==> config.mk <==
export PLATFORM = sky130hd
export DESIGN_NAME = axi4_bwch_sender
export DESIGN_NICKNAME = d
export VERILOG_FILES = /design/src/rtl/axi_rab_pkg.sv /design/src/rtl/axi_buffer_rab.sv /design/src/rtl/axi4_bwch_sender.sv
export SDC_FILE = /design/constraint.sdc
export NUM_CORES = 1
export LEC_CHECK = 0
export CAP_MARGIN = 20
export CORE_MARGIN = 5
export CORE_UTILIZATION = 40
export DETAILED_ROUTE_END_ITERATION = 10
export MAX_ROUTING_LAYER = met4
export PLACE_DENSITY = 0.67
export SLEW_MARGIN = 5
export SYNTH_ARGS = -nofsm -noshare
export SYNTH_HDL_FRONTEND = slang
export SYNTH_HIERARCHICAL = 1
export SYNTH_SLANG_ARGS = --single-unit
==> constraint.sdc <==
create_clock -name axi4_aclk -period 2.2 [get_ports axi4_aclk]
set_input_delay 0.44 -clock axi4_aclk [delete_from_list [all_inputs] [get_ports axi4_aclk]]
set_output_delay 0.44 -clock axi4_aclk [all_outputs]
set_load 0.05 [all_outputs]
==> src/rtl/axi_rab_pkg.sv <==
// Shared constants for the RAB AXI helpers: BRESP codes and the B-channel
// sender state encoding.
package axi_rab_pkg;

  localparam logic [1:0] BRESP_OKAY   = 2'b00;
  localparam logic [1:0] BRESP_EXOKAY = 2'b01;
  localparam logic [1:0] BRESP_SLVERR = 2'b10;
  localparam logic [1:0] BRESP_DECERR = 2'b11;

  typedef enum logic [1:0] {
    BWCH_IDLE  = 2'd0,
    BWCH_LOCAL = 2'd1,
    BWCH_FWD   = 2'd2
  } bwch_state_e;

endpackage

==> src/rtl/axi_buffer_rab.sv <==
// Small show-ahead FIFO with synchronous active-low reset. It exposes the head
// and the entry behind it so a consumer can chain pops on consecutive cycles.
module axi_buffer_rab #(
  parameter int DATA_WIDTH = 4,
  parameter int DEPTH      = 4
) (
  input  logic                  clk,
  input  logic                  rstn,
  input  logic                  push,
  input  logic [DATA_WIDTH-1:0] data_in,
  input  logic                  pop,
  output logic [DATA_WIDTH-1:0] data_out,
  output logic [DATA_WIDTH-1:0] data_next,
  output logic                  empty,
  output logic                  full,
  output logic                  multi
);

  localparam int PTR_W = (DEPTH > 1) ? $clog2(DEPTH) : 1;
  localparam int CNT_W = $clog2(DEPTH + 1);

  logic [DATA_WIDTH-1:0] mem [DEPTH];
  logic [PTR_W-1:0]      wr_ptr_reg;
  logic [PTR_W-1:0]      rd_ptr_reg;
  logic [CNT_W-1:0]      count_reg;
  logic                  push_ok;
  logic                  pop_ok;

  function automatic logic [PTR_W-1:0] ptr_inc(input logic [PTR_W-1:0] p);
    return (p == PTR_W'(DEPTH - 1)) ? '0 : p + 1'b1;
  endfunction

  // A push into a full buffer is dropped even when a pop frees a slot that cycle.
  assign push_ok = push & ~full;
  assign pop_ok  = pop & ~empty;

  always_ff @(posedge clk) begin
    if (!rstn) begin
      wr_ptr_reg <= '0;
      rd_ptr_reg <= '0;
      count_reg  <= '0;
    end else begin
      if (push_ok) wr_ptr_reg <= ptr_inc(wr_ptr_reg);
      if (pop_ok) rd_ptr_reg <= ptr_inc(rd_ptr_reg);
      if (push_ok && !pop_ok) count_reg <= count_reg + 1'b1;
      else if (!push_ok && pop_ok) count_reg <= count_reg - 1'b1;
    end
  end

  always_ff @(posedge clk) begin
    if (push_ok) mem[wr_ptr_reg] <= data_in;
  end

  assign data_out  = mem[rd_ptr_reg];
  assign data_next = mem[ptr_inc(rd_ptr_reg)];
  assign empty     = (count_reg == '0);
  assign full      = (count_reg == CNT_W'(DEPTH));
  assign multi     = (count_reg > CNT_W'(1));

endmodule

==> src/rtl/axi4_bwch_sender.sv <==
// AXI4 B-channel sender: forwards master B responses and injects error responses
// for dropped writes. Define AXI_RAB_DROP_DECERR_EN to answer drops with DECERR.
module axi4_bwch_sender
  import axi_rab_pkg::*;
#(
  parameter int C_AXI_ID_WIDTH   = 4,
  parameter int C_AXI_USER_WIDTH = 2,
  parameter int DROP_FIFO_DEPTH  = 4
) (
  input  logic                        axi4_aclk,
  input  logic                        axi4_arst,
  input  logic                        trans_drop,
  input  logic [C_AXI_ID_WIDTH-1:0]   trans_id,
  input  logic                        drop_wlast,
  output logic                        drop_full,
  output logic                        response_sent,
  output logic [C_AXI_ID_WIDTH-1:0]   s_axi4_bid,
  output logic [1:0]                  s_axi4_bresp,
  output logic [C_AXI_USER_WIDTH-1:0] s_axi4_buser,
  output logic                        s_axi4_bvalid,
  input  logic                        s_axi4_bready,
  input  logic [C_AXI_ID_WIDTH-1:0]   m_axi4_bid,
  input  logic [1:0]                  m_axi4_bresp,
  input  logic [C_AXI_USER_WIDTH-1:0] m_axi4_buser,
  input  logic                        m_axi4_bvalid,
  output logic                        m_axi4_bready
);

  localparam int WL_W = $clog2(DROP_FIFO_DEPTH) + 1;
`ifdef AXI_RAB_DROP_DECERR_EN
  localparam logic [1:0] DROP_RESP = BRESP_DECERR;
`else
  localparam logic [1:0] DROP_RESP = BRESP_SLVERR;
`endif

  bwch_state_e                 state_reg;
  logic [C_AXI_ID_WIDTH-1:0]   bid_reg;
  logic [1:0]                  bresp_reg;
  logic [C_AXI_USER_WIDTH-1:0] buser_reg;
  logic [WL_W-1:0]             wlast_cnt_reg;

  logic [C_AXI_ID_WIDTH-1:0]   fifo_head;
  logic [C_AXI_ID_WIDTH-1:0]   fifo_next;
  logic                        fifo_empty;
  logic                        fifo_full;
  logic                        fifo_multi;

  logic                        bvalid;
  logic                        handshake;
  logic                        local_pop;
  logic                        choose;
  logic                        local_pend;
  logic                        fwd_take;

  assign bvalid    = (state_reg != BWCH_IDLE);
  assign handshake = bvalid & s_axi4_bready;
  assign local_pop = handshake & (state_reg == BWCH_LOCAL);
  assign choose    = (state_reg == BWCH_IDLE) | handshake;

  // When the current local response is leaving, judge the entry behind it so
  // consecutive local responses can go out back-to-back without reusing the head.
  assign local_pend = local_pop ? (fifo_multi & (wlast_cnt_reg > WL_W'(1)))
                                : (~fifo_empty & (wlast_cnt_reg != '0));
  assign fwd_take   = choose & ~local_pend & m_axi4_bvalid;

  axi_buffer_rab #(
    .DATA_WIDTH (C_AXI_ID_WIDTH),
    .DEPTH      (DROP_FIFO_DEPTH)
  ) u_drop_fifo (
    .clk       (axi4_aclk),
    .rstn      (~axi4_arst),
    .push      (trans_drop),
    .data_in   (trans_id),
    .pop       (local_pop),
    .data_out  (fifo_head),
    .data_next (fifo_next),
    .empty     (fifo_empty),
    .full      (fifo_full),
    .multi     (fifo_multi)
  );

  always_ff @(posedge axi4_aclk) begin
    if (axi4_arst) begin
      wlast_cnt_reg <= '0;
    end else if (drop_wlast && !local_pop) begin
      wlast_cnt_reg <= wlast_cnt_reg + 1'b1;
    end else if (!drop_wlast && local_pop) begin
      wlast_cnt_reg <= wlast_cnt_reg - 1'b1;
    end
  end

  always_ff @(posedge axi4_aclk) begin
    if (axi4_arst) begin
      state_reg <= BWCH_IDLE;
      bid_reg   <= '0;
      bresp_reg <= '0;
      buser_reg <= '0;
    end else if (choose) begin
      if (local_pend) begin
        state_reg <= BWCH_LOCAL;
        bid_reg   <= local_pop ? fifo_next : fifo_head;
        bresp_reg <= DROP_RESP;
        buser_reg <= '0;
      end else if (m_axi4_bvalid) begin
        state_reg <= BWCH_FWD;
        bid_reg   <= m_axi4_bid;
        bresp_reg <= m_axi4_bresp;
        buser_reg <= m_axi4_buser;
      end else begin
        state_reg <= BWCH_IDLE;
      end
    end
  end

  // Reset masks every control output immediately, before the registers clear.
  assign s_axi4_bvalid = bvalid & ~axi4_arst;
  assign s_axi4_bid    = bid_reg;
  assign s_axi4_bresp  = bresp_reg;
  assign s_axi4_buser  = buser_reg;
  assign response_sent = handshake & ~axi4_arst;
  assign m_axi4_bready = fwd_take & ~axi4_arst;
  assign drop_full     = fifo_full & ~axi4_arst;

endmodule
### Yosys cells after proc, flatten, opt, wreduce, memory -nomap -nowiden

Memories as Yosys holds them, arrays and structs flattened. A register that Yosys moved wholly into a read port is not among the register bits.
Cells that the tools add are included.

* memories kept: 1
* logic and storage cells: 74
* bits in writable memories: 16
* bits in registers: 20
* bits in latches: 0
* ROM bits: 0

* bitwise operators: 17
* mux-type cells: 20
* shifts and indexed selects: 0
* equal/unequal tests: 4
* div/mod/pow operators: 0
* $mul: 0
* magnitude comparators: 2
* $add $sub $neg: 6
* reductions and logical operators: 16

Memories
* u_drop_fifo.mem: words 4, bits a word 4, rd ports 2, clocked after memory_dff 1, write ports 1, line axi_buffer_rab.sv:22 `logic [DATA_WIDTH-1:0] mem [DEPTH];`

Operators with widths (count)
* 2-bit two-way mux: 10
* 1-bit AND: 12
* 3-bit two-way mux: 4
* 4-bit two-way mux: 3
* 2-bit nonzero test: 4
* 3-bit by 1-bit adder with 3-bit output, second input constant: 2
* 3-bit by 1-bit greater-than comparator with 1-bit output, second input constant: 2
* 3-bit by 1-bit subtractor with 3-bit output, second input constant: 2
* 2-bit by 1-bit adder with 2-bit output, second input constant: 2
* 2-bit equality test, second input constant: 2
* 1-bit logical AND: 4
* 1-bit zero test: 4
* 1-bit inverter: 4
* 3-bit equality test, second input constant: 1
* 3-bit zero test: 1
* 1-bit two-way mux: 3
* 3-bit nonzero test: 1
* 2-bit by 1-bit equality test with 1-bit output, second input constant: 1
* 2-bit zero test: 1
* 2-bit AND reduction: 1
* 1-bit OR: 1

### Depth between registers and ports, before layout

Gate-level depths: netlist (run 1).

* depth in word-level cells: 8
* gate-level depth with buffers: 9
* depth with buffers taken out: 8

### Cells and area by module

The synthesis (run 1) kept the hierarchy.

By module, submodules not included
* axi_buffer_rab: area an instance 1208.7 um2, cells an instance 81, times used 1
* axi4_bwch_sender: area an instance 905.9 um2, cells an instance 106, times used 1

### Worst setup path before layout (run 1)

No wires, ideal clock.

* path type: register to output
* from: register u_drop_fifo.count_reg[0]
* to: output m_axi4_bready
* arrival: 1.978 ns
* cell stages (with the launch flop): 9
* setup slack: -0.218 ns
* path through: dfxtp_1 inv_1 ha_1 nand2b_1 inv_1 inv_1 a311oi_4 nand2_1 nor2_1

* longest elaborated chain between the ends: 8

Ends and longest elaborated chain
* start, declared: line axi_buffer_rab.sv:25 `logic [CNT_W-1:0] count_reg;`
* start signal, assigned: line axi_buffer_rab.sv:45 `if (push_ok && !pop_ok) count_reg <= count_reg + 1'b1;`
* start signal, assigned: line axi_buffer_rab.sv:46 `else if (!push_ok && pop_ok) count_reg <= count_reg - 1'b1;`
* 3-bit zero test: line axi_buffer_rab.sv:56 `assign empty = (count_reg == '0);`
* via fifo_empty: line axi4_bwch_sender.sv:44 `logic fifo_empty;`
* 1-bit inverter: line axi4_bwch_sender.sv:63 `: (~fifo_empty & (wlast_cnt_reg != '0));`
* 1-bit AND: line axi4_bwch_sender.sv:63
* 1-bit two-way mux: line axi4_bwch_sender.sv:62 `assign local_pend = local_pop ? (fifo_multi & (wlast_cnt_reg > WL_W'(1)))`
* 1-bit inverter: line axi4_bwch_sender.sv:64 `assign fwd_take = choose & ~local_pend & m_axi4_bvalid;`
* 1-bit AND (2 in series): line axi4_bwch_sender.sv:64
* 1-bit AND: line axi4_bwch_sender.sv:121 `assign m_axi4_bready = fwd_take & ~axi4_arst;`
* end, declared: line axi4_bwch_sender.sv:26 `output logic m_axi4_bready`

The timed path passes the listed nets, and every way through them passes these cells.

### Worst setup path after layout (run 1)

* from: register u_drop_fifo.count_reg[1]
* to: output m_axi4_bready

The elaborated chain is that of the path after synthesis.

==> results of run 1 <==
-- final cells by class --
type / instances / area, sq um / area share
sequential: 38 / 927 / 0.325
tap: 70 / 87.6 / 0.0307
clock inverter: 3 / 16.3 / 0.00570
inverter: 16 / 62.6 / 0.0219
multi-input combinational: 128 / 1160 / 0.407
clock buffer: 5 / 68.8 / 0.0241
timing repair buffer: 55 / 528 / 0.185
-- kinds of logic after synthesis --
family	synth area share
muxes	0.109
and+or+nand+nor	0.150
AOI/OAI and AO/OA	0.156
buffers and inverters	0.0438
xor gates and xnor gates	0.0166
DFF	0.436
adders and majority gates	0.0888
-- routing by layer --
metal  global-route usage  wire [um]  vias up
met1                0.142       1750      767
met5                    -          0        -
met3               0.0347        178        4
met4               0.0441         29        0
met2                0.247       2280       25
li1                     -          -      814
-- metrics by stage --
step           instances  cell area (sq um)  hold WS (ps)
2_1_floorplan        187               2120           481
3_3_place_gp         301               2660           478
3_5_place_dp         301               2660           487
4_1_cts              313               2800           497
5_1_grt              315               2850           519
6_report             315               2850           500
-- worst min-delay path by stage --
stage	depth (start not counted)	endpoint	slack [ps]
3_3_place_gp	2	s_axi4_bresp[0]	480
4_1_cts	2	s_axi4_buser[0]	500
2_1_floorplan	2	flip-flop	480
5_1_grt	2	s_axi4_buser[1]	520
3_5_place_dp	2	s_axi4_buser[0]	490
6_report	2	s_axi4_buser[0]	500
-- power by group --
group	leakage (nW)	switching [mW]	total (mW)	internal (mW)
sequential	0.329	0.0909	0.935	0.844
combinational	0.728	0.582	1.11	0.529
clock	0.0416	0.239	0.456	0.217
-- cells in the final DEF (no fill, tap or decap), drive strengths merged, types with 2 or more instances in the layout --
master / n
dfxtp: 22
clkinv: 2
or3: 2
mux2i: 4
clkbuf: 5
nor2: 9
a21oi: 5
o21ai: 11
edfxtp: 16
nand3: 6
xor2: 3
and2: 8
nand2: 6
nand2b: 3
clkdlybuf4s50: 24
ha: 15
buf: 30
and3: 4
mux4: 8
nand4: 4
nor2b: 4
o311ai: 4
or4: 4
a21boi: 4
inv: 16
a31oi: 4
o21ba: 2
o211ai: 4
a41oi: 4
-- worst min-delay path: cells and delay by family, from the launching register on --
kind / cells / cell delay [ps]
AOI/OAI and AO/OA: 1 / 70
DFF: 1 / 330
and+or+nand+nor: 1 / 60
-- timing repair --
item                                    4_1_cts  5_1_grt
pin swaps                                     4        5
endpoints found under the setup margin        1        1
buffers inserted                              4        2
resized for setup                             8       14
hold buffers                                  0        0
gates cloned                                  0        0
==> results.cfg, run 1 <==
[run_status]
status = complete, no violations

[sta]
finalWorstSetupSlack_ps = 72.2
period_needed_ps = 2130
maxSlewHeadroom = 0.666
period_share = 0.967
tightest_slew_ps = 500
clock_skew_ps = 3.98
hold_viol = 0
clock.fmax_mhz = 470
final_max_slew_viol_count = 0
final.setup.tns_ps = 0
setup_viol = 0

[place]
detailed_place_hpwl_um = 3370
gp_congestion = 0.744
place_ws_ps = -122
port_buffers = 29

[floorplanning]
fp.dieH_um = 82.7
initial_core_util = 0.414
die_x_um = 82.7
num_rows = 26
die_area_sq_um = 6840
ios = 30
core_sq_um = 5110

[pwr]
power_density_nw_per_um2 = 878
power_mw = 2.50
vdd_drop_max_v = 0.000540
p_leak_nw = 1.10

[layout]
n_antenna_cell = 0
syn_to_final_growth_pct = 34.9
largest_reg_flops = 16
fillers = 460
finalNetCount = 277
drive_gt1_frac = 0.273
top_register = u_drop_fifo/mem
finish.utilization = 0.558

[route]
first_pass_iters = 4
remaining_drc_errors = 0
first_iter_violations = 65
wirelength_um = 4240
routedWlPerCell_um = 13.5
ant_nets = 0
vias_per_cell = 5.11
vias = 1610

[setup_path]
cpPeakStageDelay_ps = 360
worstSetupStartpoint = u_drop_fifo/count_reg[1]
cpMostUsedCell = inv_2
r2r_setup_slack_ps = 350
crit_slowest_cell = dfxtp_4
critical_path_arrival_ps = 1690
reg2reg_to = s_axi4_bid[1]
critPathKind = reg -> out
crit_cells = 9
path_cells = inv_4, ha_4, nand2b_4, inv_2, inv_2, a311oi_4, nand2_2, nor2_4, buf_12
path_max_fanout = 4
path_buf_inv = 4
worst_setup_path_end_kind = output pin
startpoint_type = flip-flop
required_ps = 1760
rr_worst_depth = 9
cp_top_family = flip-flops
r2r_start = u_drop_fifo/count_reg[0]
endpoint = m_axi4_bready

[grt]
grt_overflow_total = 0
antenna_found_initial = 0
grt_pass1_vias = 1568
grt_pass1_wl_um = 6880
grt_max_degree = 14
track_usage = 0.135

[yosys]
synth_cell_type_count = 50
synth-seq-area-share = 0.436
netlist_area_sq_um = 2110
yosysMostFrequentCell = dfxtp_1
synth_largest_area_cell = edfxtp_1
synth_top_cell_area_share = 0.227
ys_seq_elements = 38
syn_area_per_cell_sq_um = 11.3
synthTopCellsByArea = edfxtp_1 23%, dfxtp_1 21%, ha_1 8.9%
syn_nets = 220
ys_async_sr_fraction = 0
synth-edff-count = 16
synth_common_cells = 22 x dfxtp_1, 16 x edfxtp_1, 15 x ha_1, 15 x inv_1
synthesis.instances = 187
synth_flop_cell = dfxtp_1
yosysWarnings = 6

[run]
max-cap-violations = 0

[clock_tree]
cts_sinks = 38
clockBufferDepth = 2
clk_pin_slew_ps = 70
numCtsBuffers = 5
htreeDepth = 2
cts_tree = built
clock_latency_ps = 290
clockRootBuffer = clkbuf_8

[min_path]
hp-start = s_axi4_buser[0]
min_path_type = reg -> reg
Power figures use the tool's default switching activity.
==> inputs of run 2 (changes only) <==
--- a/constraint.sdc
+++ b/constraint.sdc
@@ -3,2 +3,2 @@
 set_output_delay 0.44 -clock axi4_aclk [all_outputs]
-set_load 0.05 [all_outputs]
+set_load 0.01 [all_outputs]
==> run 2 against run 1 <==
  * Via count grew 2.2%
  * Power decreased by 2.5%
  * Largest power group unchanged
  * Register-to-register slack got worse by 210 ps
  * Count of clock-buffer cells in the layout rose by 1
==> results.cfg, run 2 (synthesis results as in run 1) <==
[clock_tree]
clk_pin_slew_ps = 70
clockRootBuffer = clkbuf_8
clockBufferDepth = 2
cts_hold_buffers = 0
htreeDepth = 2
cts_tree = built
cts_sinks = 38
numCtsBuffers = 5
clock_latency_ps = 290

[grt]
grt_pass1_vias = 1647
antenna_found_initial = 0
grt_pass1_wl_um = 7220
grt_overflow_total = 0
track_usage = 0.143
grt_max_degree = 13

[floorplanning]
core_sq_um = 5110
fp.dieH_um = 82.7
num_rows = 26
die_x_um = 82.7
ios = 30
initial_core_util = 0.414
die_area_sq_um = 6840

[layout]
top_register = u_drop_fifo/mem
drive_gt1_frac = 0.250
final_common_cell = buf_4
largest_reg_flops = 16
n_antenna_cell = 0
layout.cells.non_filler = 326
final_cell_mix = 37 x buf_4, 25 x clkdlybuf4s50_1, 21 x dfxtp_1
finalNetCount = 288
syn_to_final_growth_pct = 34.7

[place]
gp_congestion = 0.751
placedCellCount = 311
port_buffers = 29
detailed_place_hpwl_um = 3310

[setup_path]
required_ps = 1760
startpoint_type = flip-flop
path_max_fanout = 4
worst_setup_path_end_kind = output pin
critical_path_arrival_ps = 1680
critPathKind = reg -> out
rr_worst_depth = 10

[route]
remaining_drc_errors = 0
first_pass_iters = 4
wirelength_um = 4280
routedWlPerCell_um = 13.1
first_iter_violations = 109
vias = 1646
vias_per_cell = 5.05
ant_nets = 0

[pwr]
power_density_nw_per_um2 = 856
p_leak_nw = 1.15
vdd_drop_max_v = 0.000457

[sta]
tightest_slew_ps = 326
period_needed_ps = 2120
period_share = 0.962
clock_skew_ps = 5.97
final_max_slew_viol_count = 0
clock.fmax_mhz = 473
maxSlewHeadroom = 0.780
hold_viol = 0
fin_hold_ws_ps = 498
setup_viol = 0

[run]
max-cap-violations = 0

[min_path]
min_path_type = reg -> reg
hold_depth = 2

[run_status]
status = complete, no violations
-- run 2: stage by stage --
step / cell area [sq um] / TNS, ps / total power [mW] / worst slack [ps] / utilization
finish: 2850 / 0 / 2.44 / 84.5 / 0.558
global route: 2850 / -18.2 / 2.59 / -18.2 / 0.558
CTS: 2810 / 0 / 2.43 / 8.67 / 0.551
detailed placement: 2690 / -619 / 1.85 / -449 / 0.526
global placement: 2690 / -459 / 1.84 / -426 / 0.526
floorplan: 2110 / 0 / 1.44 / 269 / -
-- run 2: critical path, stage by stage (launching register included) --
cell and delay [ps]:
dfxtp_2 320, buf_4 140, ha_2 170, o21bai_1 150, and4b_1 250, o21ai_2 90
nand2_1 100, nor2_1 40, buf_2 130
-- run 2: layer usage --
metal,part of all wire,vias up,track usage,routed length [um]
li1,-,837,-,-
met4,0.014,0,0.0539,61
met5,0,-,-,0
met1,0.43,765,0.157,1840
met3,0.057,8,0.0358,245
met2,0.50,36,0.252,2140
-- run 2: repair_timing --
action                                  CTS  global route
buffers inserted                          3             4
resized for setup                         5             7
pin swaps                                 2             3
endpoints found under the setup margin    2             2
-- run 2: power by group --
group          leakage (nW)  switching [mW]  internal, mW
Combinational         0.768           0.444         0.518
Sequential            0.328          0.0663         0.840
Clock                0.0528           0.236         0.334
-- run 2: final cells by class --
cell class / count / area, sq um
inverter: 16 / 60.1
clock buffer: 6 / 72.6
fill: 458 / 2260
tap: 70 / 87.6
multi-input combinational: 128 / 1110
timing repair buffer: 66 / 563
clock inverter: 2 / 33.8
sequential: 38 / 922
-- run 2: worst paths after layout --
check / start / endpoint / slack, ps
setup / recovery: u_drop_fifo/count_reg[0] / m_axi4_bready / 80
setup reg to reg: u_drop_fifo/count_reg[0] / s_axi4_bid[0] / 140
hold reg to reg: s_axi4_bresp[0] / s_axi4_bresp[0] / 500
hold / removal: s_axi4_bresp[0] / s_axi4_bresp[0] / 500
==> edit 1, RTL diff (settings of run 2) <==
Make the reset (`axi4_arst` and `rstn`) asynchronous in 3 clocked blocks. Comments in the files are not updated.
--- a/src/rtl/axi_buffer_rab.sv
+++ b/src/rtl/axi_buffer_rab.sv
@@ -34,7 +34,7 @@
   assign push_ok = push & ~full;
   assign pop_ok  = pop & ~empty;
 
-  always_ff @(posedge clk) begin
+  always_ff @(posedge clk or negedge rstn) begin
     if (!rstn) begin
       wr_ptr_reg <= '0;
       rd_ptr_reg <= '0;
--- a/src/rtl/axi4_bwch_sender.sv
+++ b/src/rtl/axi4_bwch_sender.sv
@@ -79,7 +79,7 @@
     .multi     (fifo_multi)
   );
 
-  always_ff @(posedge axi4_aclk) begin
+  always_ff @(posedge axi4_aclk or posedge axi4_arst) begin
     if (axi4_arst) begin
       wlast_cnt_reg <= '0;
     end else if (drop_wlast && !local_pop) begin
@@ -89,7 +89,7 @@
     end
   end
 
-  always_ff @(posedge axi4_aclk) begin
+  always_ff @(posedge axi4_aclk or posedge axi4_arst) begin
     if (axi4_arst) begin
       state_reg <= BWCH_IDLE;
       bid_reg   <= '0;
Check against the original RTL: differs if axi4_arst is asserted again (counterexample within 4 cycles, from zero or initial values and one cycle with axi4_arst high); with axi4_arst held inactive, the same outputs for 10 cycles.
==> edit 1 against run 2 <==
The flow now finishes with violations (setup timing); worst setup slack worse by 0.099 ns; final area shrank 6.4%; via count fell by 17%; sequential cell count decreased by 2; non-clock buffer count fell by 9; synthesized cell count down 22%; synthesized area fell by 7.7%; routed wire length down 1.7%; global-route usage up 0.52 points; critical endpoint unchanged.
Power is not compared: it rests on default switching activity, and its combinational part moved more than twofold at a synthesized area within 25%.
==> edit 1: results (changes against run 2) <==
[metrics] result of the run: finished with violations (was finished, final reports clean)
[metrics] failing checks: setup timing
[metrics] asr flop ratio synth: 55.56% (was 0%)
[metrics] drt initial violations: 112 (was 109)
[metrics] worst slew pin tran: 0.2265 ns (was 0.3256 ns)
[metrics] count of unique library cells instantiated by Yosys: 38 (was 50)
[metrics] final estimated routing congestion in global placement: 0.8712 (was 0.7514)
[metrics] count of placed standard cells in the final layout, fillers left out: 275 (was 326)
[metrics] multiplexer share of the synthesized area: 12.18% (was 10.95%)
[metrics] dominant combinational cell family by area after synthesis: multiplexers (was compound AO/OA/AOI/OAI gates)
[metrics] worst clock skew: 0.005902 ns (was 0.005974 ns)
[metrics] total vias in the final route: 1371 (was 1646)
[metrics] synthesized-area fraction occupied by ao, oa, aoi and oai cells: 10.51% (was 15.62%)
[metrics] amount of wire on met2 after detailed routing: 2215 microns (was 2135 microns)
[metrics] worst stage delay on the critical path: 0.42 ns (was 0.32 ns)
[metrics] instance area after placement: 2484 sq um (was 2685 sq um)
[metrics] met2 layer usage reported by global route: 25.71% (was 25.16%)
[metrics] top area cells in the synthesized netlist: sky130_fd_sc_hd__dfrtp_1, sky130_fd_sc_hd__edfxtp_1, sky130_fd_sc_hd__ha_1 (was sky130_fd_sc_hd__edfxtp_1, sky130_fd_sc_hd__dfxtp_1, sky130_fd_sc_hd__ha_1)
[metrics] average footprint of a synthesized cell: 13.46 sq um (was 11.31 sq um)
[metrics] Layout Nets: 240 (was 288)
[metrics] met3 wire len: 219 microns (was 245 microns)
[metrics] Seq/Total Area, Yosys: 50.26% (was 43.55%)
[metrics] worst hold-check path type: input port to asynchronous set/reset pin (was flip-flop to flip-flop)
[metrics] total instance count after detailed placement: 262 (was 311)
[metrics] most frequently used flop master after synthesis: sky130_fd_sc_hd__dfrtp_1 (was sky130_fd_sc_hd__dfxtp_1)
[metrics] detail-routed net length per standard cell: 15.30 microns (was 13.13 microns)
[metrics] area share of fa/ha/maj cells after synthesis: 9.615% (was 8.876%)
[metrics] Final setup violation count: 1 (was 0)
[metrics] Detailed Place HPWL: 3312 microns (was 3309 microns)
[metrics] GRT met3 Usage: 4.402% (was 3.579%)
[metrics] number of global-route vias before repair: 1480 (was 1647)
[metrics] number of filler cells placed in the layout: 386 (was 458)
[metrics] post-route worst setup slack: -0.01433 ns (was 0.08453 ns)
[metrics] data arrival at the endpoint of the critical path: 1.77 ns (was 1.68 ns)
[edit 1: cell types whose count changed after synthesis, sizes merged, moves of 4 or more]
cell	before	now
dfrtp	0	20
nand4	4	0
o311ai	4	0
or4	4	0
a41oi	4	0
o21ai	11	4
inv	16	10
nand3	6	2
o221ai	0	4
nor2	9	13
dfxtp	22	0
[edit 1: path summary, 6_finish.rpt]
kind	from	to	slack, ns	cells after the start
setup / recovery	wlast_cnt_reg[0]$_DFFE_PP0P_	m_axi4_bready	-0.01	7
hold / removal	axi4_arst	state_reg[1]$_DFFE_PP0P_	0.37	3
setup reg to reg	wlast_cnt_reg[0]$_DFFE_PP0P_	s_axi4_bresp[0]$_DFFE_PP0P_	0.28	7
hold reg to reg	s_axi4_bresp[1]$_DFFE_PP0P_	s_axi4_bresp[1]$_DFFE_PP0P_	0.51	1
max in group asynchronous	axi4_arst	wlast_cnt_reg[0]$_DFFE_PP0P_	1.65	3
min in group axi4_aclk	s_axi4_bresp[1]$_DFFE_PP0P_	s_axi4_bresp[1]$_DFFE_PP0P_	0.51	1
[edit 1: final cells by class]
cell class,instances,area [sq um],area share (%)
Clock buffer,5,68.82,2.581
Clock inverter,3,23.77,0.8916
Inverter,10,40.04,1.502
Multi-Input combinational cell,97,975.9,36.60
Sequential cell,36,982.2,36.84
Tap cell,67,83.83,3.144
Timing Repair Buffer,57,491.7,18.44
[edit 1: cell families after synthesis]
logic type | count (synthesis)
xor gates and xnor gates | 6
adders and majority gates | 15
buffers and inverters | 12
and+or+nand+nor | 38
DFF | 36
AOI/OAI and AO/OA | 26
muxes | 12
[edit 1: metrics by stage]
step            TNS, ns  utilization (%)  hold slack, ns  power, mW
3_3_place_gp    -0.3460            52.58          0.4891      2.955
3_5_place_dp    -0.4358            52.58          0.4960      3.083
6_report       -0.01433            56.45          0.3687      3.709
5_1_grt        -0.08312            56.45          0.3588      3.994
2_1_floorplan         0                -          0.4038      2.342
4_1_cts               0            54.97          0.3475      3.615
[edit 1: worst reg2reg max path, stage by stage (launching register included)]
cell and delay (ns):
sky130_fd_sc_hd__dfrtp_2 0.42, sky130_fd_sc_hd__inv_1 0.08, sky130_fd_sc_hd__ha_1 0.22, sky130_fd_sc_hd__a211o_1 0.33, sky130_fd_sc_hd__and2_4 0.18, sky130_fd_sc_hd__buf_4 0.14
sky130_fd_sc_hd__a21o_1 0.20, sky130_fd_sc_hd__a22o_1 0.24
[edit 1: power by group through the flow]
stage / registers, mW / logic [mW] / clock network, mW
global route: 1.17 / 2.31 / 0.516
floorplan: 1.15 / 1.19 / 0
detailed placement: 1.14 / 1.94 / 0
finish: 1.14 / 2.09 / 0.472
global placement: 1.12 / 1.84 / 0
CTS: 1.13 / 2.00 / 0.489
==> edit 2, RTL diff (settings of run 2) <==
Without the edit above. Set the parameter `C_AXI_USER_WIDTH` to 4 (it was 2).
--- a/src/rtl/axi4_bwch_sender.sv
+++ b/src/rtl/axi4_bwch_sender.sv
@@ -4,7 +4,7 @@
   import axi_rab_pkg::*;
 #(
   parameter int C_AXI_ID_WIDTH   = 4,
-  parameter int C_AXI_USER_WIDTH = 2,
+  parameter int C_AXI_USER_WIDTH = 4,
   parameter int DROP_FIFO_DEPTH  = 4
 ) (
   input  logic                        axi4_aclk,
Interface: changed (resized m_axi4_buser and s_axi4_buser); port bits go from 30 to 34. No check against the original RTL was run, so the function may have changed too.
==> edit 2 against run 2 <==
Register-to-register slack gained 0.10 ns; final area grew 3.1%; first-iteration DRC count decreased by 17%; power up 3.8%; clock power increased by 8.9%; routed wire length rose by 16%; sequential cell count increased by 2; synthesized area is 3.3% higher; critical path type unchanged; largest power group is now registers; count of clock-buffer cells in the layout shrank 1; global-route usage is 0.74 points higher; clock skew grew 0.0037 ns; final cell count grew 3.1%; worst setup slack improved by 0.0098 ns; highest routed layer unchanged.
==> edit 2: results (changes against run 2) <==
[metrics] synthesized-area fraction occupied by ao, oa, aoi and oai cells: 15.01% (was 15.62%)
[metrics] R2R cell count: 9 (was 10)
[metrics] maximum fanout encountered on the critical timing path: 3 (was 4)
[metrics] hold path startpoint: s_axi4_buser[0]$_SDFFE_PP0P_ (was s_axi4_bresp[0]$_SDFFE_PP0P_)
[metrics] static power due to leakage: 1.155 nW (was 1.149 nW)
[metrics] smallest hold slack: 0.4886 ns (was 0.4979 ns)
[metrics] worst stage delay on the critical path: 0.35 ns (was 0.32 ns)
[metrics] setup slack of the most critical reg-to-reg path: 0.24 ns (was 0.14 ns)
[metrics] multiplexer share of the synthesized area: 10.60% (was 10.95%)
[metrics] final estimated routing congestion in global placement: 0.8325 (was 0.7514)
[metrics] Seq/Total Area, Yosys: 43.99% (was 43.55%)
[metrics] Net Count, Synth: 233 (was 220)
[metrics] number of global-route vias before repair: 1793 (was 1647)
[metrics] number of filler cells placed in the layout: 489 (was 458)
[metrics] capture instance of the worst register-to-register path: s_axi4_bid[1]$_SDFFE_PP0P_ (was s_axi4_bid[0]$_SDFFE_PP0P_)
[metrics] hold-critical path endpoint: s_axi4_buser[0]$_SDFFE_PP0P_ (was s_axi4_bresp[0]$_SDFFE_PP0P_)
[metrics] Synth Area in XOR/XNOR: 1.604% (was 1.657%)
[metrics] top area cells in the synthesized netlist: sky130_fd_sc_hd__dfxtp_1, sky130_fd_sc_hd__edfxtp_1, sky130_fd_sc_hd__ha_1 (was sky130_fd_sc_hd__edfxtp_1, sky130_fd_sc_hd__dfxtp_1, sky130_fd_sc_hd__ha_1)
[metrics] ratio of cells with drive above 1 in the final layout: 21.21% (was 25.00%)
[metrics] result of the run: finished, final reports clean (unchanged)
[metrics] I/O Buffers: 33 (was 29)
[metrics] Post-Place Setup Slack: -0.2820 ns (was -0.4488 ns)
[metrics] area share of fa/ha/maj cells after synthesis: 8.591% (was 8.876%)
[metrics] count of unique library cells instantiated by Yosys: 48 (was 50)
[metrics] Detailed Place HPWL: 3818 microns (was 3309 microns)
[metrics] clock transition at the registers of the reported paths: 0.09 ns (was 0.07 ns)
[metrics] wire length of the first global-routing pass: 8369 microns (was 7217 microns)
[metrics] relative slew slack: 65.31% (was 78.02%)
[metrics] aggregate global-route resource usage: 15.09% (was 14.35%)
## edit 2: cell types whose count changed in the layout (fill, tap and decap cells not counted), moves of 4 or more
cell and delta:
sky130_fd_sc_hd__clkdlybuf4s50_1 +4, sky130_fd_sc_hd__nor3b_1 +4, sky130_fd_sc_hd__buf_4 -6, sky130_fd_sc_hd__and3_1 -4
## edit 2: how the worst max path moves through the flow
stage | startpoint | slack [ns] | end
floorplan | u_drop_fifo/count_reg[0]$_SDFFE_PN0P_ | 0.30 | m_axi4_bready
global placement | s_axi4_bready | -0.31 | m_axi4_bready
detailed placement | s_axi4_bready | -0.28 | m_axi4_bready
CTS | axi4_arst | 0.0006 | response_sent
global route | u_drop_fifo/count_reg[1]$_SDFFE_PN0P_ | -0.02 | m_axi4_bready
finish | u_drop_fifo/count_reg[1]$_SDFFE_PN0P_ | 0.09 | m_axi4_bready
## edit 2: worst min-delay path, cell delays in order (launching register included)
cell and delay (ns):
sky130_fd_sc_hd__dfxtp_1 0.33, sky130_fd_sc_hd__nand2_1 0.06, sky130_fd_sc_hd__a31oi_1 0.06
## edit 2: metrics by stage
stage | cell area, sq um | util (%) | setup TNS [ns] | power (mW) | std cells
detailed placement | 2804 | 51.88 | -0.3880 | 1.907 | 327
global placement | 2804 | 51.88 | -0.4211 | 1.891 | 327
CTS | 2927 | 54.14 | 0 | 2.540 | 336
finish | 2937 | 54.33 | 0 | 2.533 | 336
global route | 2937 | 54.33 | -0.01719 | 2.689 | 336
floorplan | 2185 | - | 0 | 1.476 | 198
## edit 2: repair_timing
action,CTS,global route
cloned,0,0
endpoints found under the setup margin,3,2
pin swaps,2,0
resized for setup,9,3
buffers inserted,1,0
## edit 2: logic make-up (layout without fill, tap and decap cells)
logic type               after synthesis  after routing
XOR/XNOR                               4              4
buffers and inverters                 21             87
adder cells (fa/ha/maj)               15             15
AND/OR/NAND/NOR                       60             60
AO/OA/AOI/OAI                         46             46
multiplexers                          12             12
flip-flops                            40             40
## edit 2: cell type report
type | count | area (sq um) | area share (%)
Sequential cell | 40 | 963.4 | 32.81
Timing Repair Buffer | 64 | 558.0 | 19.00
Tap cell | 72 | 90.09 | 3.068
Multi-Input combinational cell | 137 | 1151 | 39.20
Clock buffer | 5 | 68.82 | 2.343
Inverter | 15 | 58.81 | 2.003
Clock inverter | 3 | 46.29 | 1.576
## edit 2: layer usage
layer  global-route usage [%]  wire (microns)  vias to the layer above
met5                        -               0                        -
met4                    4.240             110                        0
met3                    3.949             245                       13
met2                    26.68            2470                       41
met1                    16.75            2126                      828
li1                         -               -                      879
## edit 2: power by group
group          switching (mW)  internal [mW]
logic                   0.447          0.490
clock network           0.279          0.342
registers              0.0926          0.883
